**config.mk**
```make
export PLATFORM = sky130hd
export DESIGN_NAME = dec_to_bcd_keypad_enc_flat
export DESIGN_NICKNAME = d
export VERILOG_FILES = /design/src/rtl/dec_bcd_pkg.sv /design/src/rtl/dec_to_bcd_keypad_enc_if.sv /design/src/rtl/dec_prio_enc.sv /design/src/rtl/dec_to_bcd_keypad_enc.sv /design/src/flat_wrapper.sv
export SDC_FILE = /design/constraint.sdc
export NUM_CORES = 1
export LEC_CHECK = 0
export CAP_MARGIN = 20
export CORE_AREA = 2 2 61 63
export CTS_CLUSTER_SIZE = 30
export DETAILED_ROUTE_END_ITERATION = 7
export DIE_AREA = 0 0 63 65
export PLACE_DENSITY_LB_ADDON = 0.12
export SYNTH_ARGS = -nofsm -noshare
export SYNTH_HDL_FRONTEND = slang
export SYNTH_SLANG_ARGS = --single-unit
```
**constraint.sdc**
```tcl
create_clock -name clk -period 13.2 [get_ports clk]
set_input_delay 2.64 -clock clk [delete_from_list [all_inputs] [get_ports clk]]
set_output_delay 2.64 -clock clk [all_outputs]
set_load 0.1 [all_outputs]
```
**src/rtl/dec_bcd_pkg.sv**
```systemverilog
// Shared types and helpers for the decimal keypad encoder.
// State enum, digit constants and the priority-encode function.
package dec_bcd_pkg;

  localparam int NUM_DIGITS = 10;
  localparam int BCD_W      = 4;

  typedef enum logic [1:0] {
    IDLE,
    SETTLE,
    EMIT,
    HOLD
  } state_t;

  typedef struct packed {
    logic [BCD_W-1:0] bcd;
    logic             multi;
  } code_t;

  // Highest set index wins; multi flags more than one key.
  function automatic code_t enc_code(
    input logic [NUM_DIGITS-1:0] v
  );
    code_t c;
    int    n;
    c = '0;
    n = 0;
    for (int i = 0; i < NUM_DIGITS; i++) begin
      if (v[i]) begin
        c.bcd = BCD_W'(i);
        n     = n + 1;
      end
    end
    c.multi = (n > 1);
    return c;
  endfunction

endpackage

```
**src/rtl/dec_to_bcd_keypad_enc_if.sv**
```systemverilog
// Valid/ready code channel from the keypad encoder.
// master = encoder side, slave = digit consumer side.
interface dec_to_bcd_keypad_enc_if;
  import dec_bcd_pkg::*;

  logic             valid;
  logic             ready;
  logic [BCD_W-1:0] bcd;
  logic             multi;

  modport master (
    output valid,
    output bcd,
    output multi,
    input  ready
  );

  modport slave (
    input  valid,
    input  bcd,
    input  multi,
    output ready
  );

endinterface

```
**src/rtl/dec_prio_enc.sv**
```systemverilog
// Combinational 10-to-4 priority encoder with a multi-key flag.
// Shared by the keypad front ends.
module dec_prio_enc
  import dec_bcd_pkg::*;
(
  input  logic [NUM_DIGITS-1:0] vec,
  output logic [BCD_W-1:0]      bcd,
  output logic                  multi
);

  code_t code;

  // Highest index set in vec, plus popcount > 1.
  always_comb begin
    code  = enc_code(vec);
    bcd   = code.bcd;
    multi = code.multi;
  end

endmodule

```
**src/rtl/dec_to_bcd_keypad_enc.sv**
```systemverilog
// Keypad front end: sync, debounce, encode, one code per press.
// Macro KEYPAD_DEBOUNCE_EN builds the SETTLE/HOLD sample counter.
module dec_to_bcd_keypad_enc
  import dec_bcd_pkg::*;
#(
  parameter int DEBOUNCE_CYCLES = 16
) (
  input  logic                  clk,
  input  logic                  rst,
  input  logic                  en,
  input  logic [NUM_DIGITS-1:0] key,
  dec_to_bcd_keypad_enc_if.master bus,
  output logic                  busy
);

  logic [NUM_DIGITS-1:0] sync1;
  logic [NUM_DIGITS-1:0] s;
  logic [BCD_W-1:0]      enc_bcd;
  logic                  enc_multi;
  logic                  has_key;
  state_t                state;

  // Two-flop synchronizer for the asynchronous key lines.
  always_ff @(posedge clk) begin
    if (rst) begin
      sync1 <= '0;
      s     <= '0;
    end else begin
      sync1 <= key;
      s     <= sync1;
    end
  end

  dec_prio_enc u_enc (
    .vec   (s),
    .bcd   (enc_bcd),
    .multi (enc_multi)
  );

  assign has_key = |s;
  assign busy    = (state != IDLE);

`ifdef KEYPAD_DEBOUNCE_EN

  localparam int CW = $clog2(DEBOUNCE_CYCLES + 1);
  localparam logic [CW-1:0] CNT_ONE  = CW'(1);
  localparam logic [CW-1:0] CNT_LAST =
    CW'(DEBOUNCE_CYCLES - 1);

  logic [NUM_DIGITS-1:0] cand;
  logic [CW-1:0]         cnt;

  // Press/release qualification FSM with registered outputs.
  always_ff @(posedge clk) begin
    if (rst) begin
      state     <= IDLE;
      cand      <= '0;
      cnt       <= '0;
      bus.valid <= 1'b0;
      bus.bcd   <= '0;
      bus.multi <= 1'b0;
    end else begin
      unique case (state)
        IDLE: begin
          if (en && has_key) begin
            cand  <= s;
            cnt   <= CNT_ONE;
            state <= SETTLE;
          end
        end
        SETTLE: begin
          if (!en || !has_key) begin
            state <= IDLE;
          end else if (s == cand) begin
            cnt <= cnt + CNT_ONE;
            if (cnt == CNT_LAST) begin
              bus.bcd   <= enc_bcd;
              bus.multi <= enc_multi;
              bus.valid <= 1'b1;
              state     <= EMIT;
            end
          end else begin
            cand <= s;
            cnt  <= CNT_ONE;
          end
        end
        EMIT: begin
          if (bus.ready) begin
            bus.valid <= 1'b0;
            cnt       <= '0;
            state     <= HOLD;
          end
        end
        HOLD: begin
          if (has_key) begin
            cnt <= '0;
          end else begin
            cnt <= cnt + CNT_ONE;
            if (cnt == CNT_LAST) begin
              state <= IDLE;
            end
          end
        end
        default: state <= IDLE;
      endcase
    end
  end

`else

  logic unused_cfg;
  assign unused_cfg = (DEBOUNCE_CYCLES > 1);

  // Direct-load FSM: first nonzero sample emits a code.
  always_ff @(posedge clk) begin
    if (rst) begin
      state     <= IDLE;
      bus.valid <= 1'b0;
      bus.bcd   <= '0;
      bus.multi <= 1'b0;
    end else begin
      unique case (state)
        IDLE: begin
          if (en && has_key) begin
            bus.bcd   <= enc_bcd;
            bus.multi <= enc_multi;
            bus.valid <= 1'b1;
            state     <= EMIT;
          end
        end
        EMIT: begin
          if (bus.ready) begin
            bus.valid <= 1'b0;
            state     <= HOLD;
          end
        end
        HOLD: begin
          if (!has_key) begin
            state <= IDLE;
          end
        end
        default: state <= IDLE;
      endcase
    end
  end

`endif

endmodule

```
**src/flat_wrapper.sv**
```systemverilog
// flat-port wrapper written by rule: the top's interface ports become plain ports
module dec_to_bcd_keypad_enc_flat import dec_bcd_pkg::*;
#(
  parameter int DEBOUNCE_CYCLES = 16
)
  (clk, rst, en, key, busy, bus_valid, bus_bcd, bus_multi, bus_ready);
  dec_to_bcd_keypad_enc_if bus_i ();
  input  logic clk;
  input  logic rst;
  input  logic en;
  input  logic [NUM_DIGITS-1:0] key;
  output logic busy;
  output wire logic [$bits(bus_i.valid)-1:0] bus_valid;
  output wire logic [$bits(bus_i.bcd)-1:0] bus_bcd;
  output wire logic [$bits(bus_i.multi)-1:0] bus_multi;
  input wire logic [$bits(bus_i.ready)-1:0] bus_ready;
  assign bus_valid = bus_i.valid;
  assign bus_bcd = bus_i.bcd;
  assign bus_multi = bus_i.multi;
  assign bus_i.ready = bus_ready;
  dec_to_bcd_keypad_enc #(.DEBOUNCE_CYCLES(DEBOUNCE_CYCLES)) u_core (.clk(clk), .rst(rst), .en(en), .key(key), .bus(bus_i), .busy(busy));
endmodule
```
==> impl_metrics.json <==
{
  "status": "complete, no violations",
  "worst_hold_path_type": "reg -> reg",
  "synth.top_cell.area_share_pct": 30.31,
  "tritoncts": "yes",
  "synth_edf_count": 0,
  "drc": 0,
  "reg2regPathDepth": 25,
  "grt_pass1_wl_um": 5582,
  "cts_sinks": 28,
  "tns_ps": 0,
  "post-route-period-util_pct": 43.15,
  "antenna_found_initial": 0,
  "place_inst": 258,
  "die_h_um": 65,
  "setup_viol": 0,
  "yosysSeqAreaShare_pct": 30.31,
  "rr_endpoint": "u_core.bus.multi$_SDFFE_PP0P_",
  "viasPerCell": 5.295,
  "finalWeightedCongestion": 0.8156,
  "slew_viol_final": 0,
  "hold_end": "u_core.s[6]$_SDFF_PP0_",
  "clock_skew_ps": 6.784,
  "critPathMaxStageDelay_ps": 570,
  "portBuffers": 20,
  "drive_above_1_share_pct": 7.042,
  "core_area_um2": 3496,
  "fin_crit_ps": 5696,
  "crit_path_end_kind": "flop",
  "critPathMaxFanout": 8,
  "cap_violations": 0,
  "async_flop_share_pct": 0,
  "cp_top_family": "adder cells",
  "postSynthAreaPerCell_um2": 9.065,
  "yosys.area.top_type": "dfxtp_1",
  "gr-total-overflow": 0,
  "rr_startpoint": "u_core.s[0]$_SDFF_PP0_",
  "io_pins": 21,
  "dieArea_um2": 4095,
  "crit_top_cell": "ha_1",
  "ir_drop_mv": 0.05496,
  "hpwl_um": 2466,
  "synth_seq_cells": 28,
  "syn2layout_area_growth_pct": 8.998,
  "wl_per_cell_um": 12.10,
  "post-cts-setup-buffers": 0,
  "powerDensity_nw_per_um2": 95.81,
  "synth_cells": 204,
  "max_slew.worst_pin.slew_ps": 992.9,
  "h-tree-depth": 1,
  "hold_viol_final": 0,
  "worstHoldPathCells": 1,
  "dr.pass1.iters": 5,
  "cts_inserted_buffers": 3,
  "netlist_top_cells_count": "dfxtp_1, nor2_1, nor2b_1",
  "post_cts_resized": 0,
  "min_from": "u_core.sync1[6]$_SDFF_PP0_",
  "core.rowCount": 22,
  "synthFlopType": "dfxtp_1",
  "yosysWarnings": 0,
  "path_buf_inv": 3,
  "rsz0062_at_grt": "no",
  "diodes": 0,
  "r2r_setup_slack_ps": 7500,
  "cts_hold_buf": 0,
  "total_leakage_power_nw": 0.7862,
  "synth_fp_nets": 228,
  "cts-root-buf": "clkbuf_4",
  "initial_core_util_pct": 52.90,
  "clk_latency_ps": 300,
  "grt_pass1_vias": 1343,
  "grt_max_degree": 29,
  "drtIter0Drc": 103,
  "cp.required_ps": 13400,
  "critPathSlowestCell": "xnor3_4",
  "crit_type": "reg -> reg",
  "drtAntennaViolNets": 0,
  "synthTopCellsByArea": "dfxtp_1, nor2b_1, ha_1, buf_6, nor2_1",
  "synth.distinct_cells": 50,
  "grt_use_total_pct": 16.79,
  "wl_um": 3157,
  "max_freq_mhz": 175.6,
  "crit_path_start": "u_core.s[0]$_SDFF_PP0_",
  "final_cells": 261,
  "relSlewSlack_pct": 33.60,
  "die_w_um": 63,
  "start_kind": "flop",
  "arrival_ps": 5890,
  "synth_area_um2": 1849,
  "yosysMostFrequentCell": "dfxtp_1",
  "max-clock-path-buffers": 2,
  "nets": 239,
  "path_clk_slew_ps": 130,
  "via_count": 1382
}
## registers in the layout, indices dropped and copies added (netlist names)
name	cells
u_core.bus.bcd	4
u_core.bus.multi	1
u_core.bus.valid	1
u_core.s	10
u_core.state	2
u_core.sync1	10
## layout make-up
type                       count  area, µm²
clock buffer                   3      22.52
fill                         339       1480
inverter                       9      33.78
multi-input combinational    153       1139
sequential                    28      560.5
tap                           48      60.06
timing repair buffer          20      200.2
## placed cells by master (no fill, tap or decap), types with 2 or more instances in the layout
cell,count
a31oi_1,2
nor3_1,8
ha_1,10
a211oi_1,2
or2_2,2
a21oi_1,7
mux2i_1,3
and3_1,2
nor2_1,21
mux2_2,2
xor2_1,8
nand2_1,11
inv_1,9
nand2b_1,4
nand4_1,3
dfxtp_1,28
nor2b_1,21
clkbuf_4,3
xnor2_1,9
nand3_1,6
clkdlybuf4s50_1,20
xnor2_4,2
o21ai_0,4
## worst reg2reg max path, delay by kind of cell, from the launching register on
family	cells	cell delay (ps)
compound gates	6	910
xor+xnor	3	890
fa+ha+maj	7	2070
buf+inv	3	280
flops	1	390
mux	2	550
simple gates	4	490
## report_power, final
| part | internal [mW] | leakage [nW] | switching [mW] |
|---|---|---|---|
| logic | 0.0278 | 0.541 | 0.0403 |
| clock network | 0.0106 | 0.0138 | 0.0205 |
| registers | 0.0895 | 0.231 | 0.00427 |
| total | 0.128 | 0.786 | 0.0651 |
## cells by family (layout without fill, tap and decap cells)
logic type,count (synthesis),in the layout,share of synthesized area [%]
compound gates,27,27,10.42
xor+xnor,23,23,15.97
fa+ha+maj,10,10,6.766
buf+inv,23,32,8.119
flops,28,28,30.31
mux,5,5,2.842
simple gates,88,88,25.58
## worst max-delay path by stage
| stage | to | slack (ps) | cells after the start |
|---|---|---|---|
| 3_5_place_dp | u_core.bus.multi$_SDFFE_PP0P_ | 7570 | 25 |
| 3_3_place_gp | u_core.bus.multi$_SDFFE_PP0P_ | 7820 | 25 |
| 4_1_cts | u_core.bus.multi$_SDFFE_PP0P_ | 7550 | 25 |
| 5_1_grt | u_core.bus.multi$_SDFFE_PP0P_ | 7170 | 25 |
| 6_report | u_core.bus.multi$_SDFFE_PP0P_ | 7500 | 25 |
| 2_1_floorplan | u_core.bus.multi$_SDFFE_PP0P_ | 8110 | 26 |
## stage by stage
step	hold WS, ps	area [µm²]	setup WS, ps	total power [mW]	utilization, %
2_1_floorplan	413.8	1849	8106	0.1502	-
3_3_place_gp	419.6	1993	7824	0.1602	57.02
4_1_cts	452.3	2016	7554	0.1946	57.66
6_report	448.7	2016	7504	0.1931	57.66
3_5_place_dp	421.8	1993	7570	0.1639	57.02
5_1_grt	462.6	2016	7173	0.2051	57.66
## routing by layer
metal  vias up  GRT usage (%)  wire length (µm)
li1        709              -                 -
met1       630          20.41              1400
met2        39          29.79              1593
met3         4          2.431               132
met4         0          6.667                30
met5         -              0                 0
Note: power is estimated with default switching activity, not from simulation.
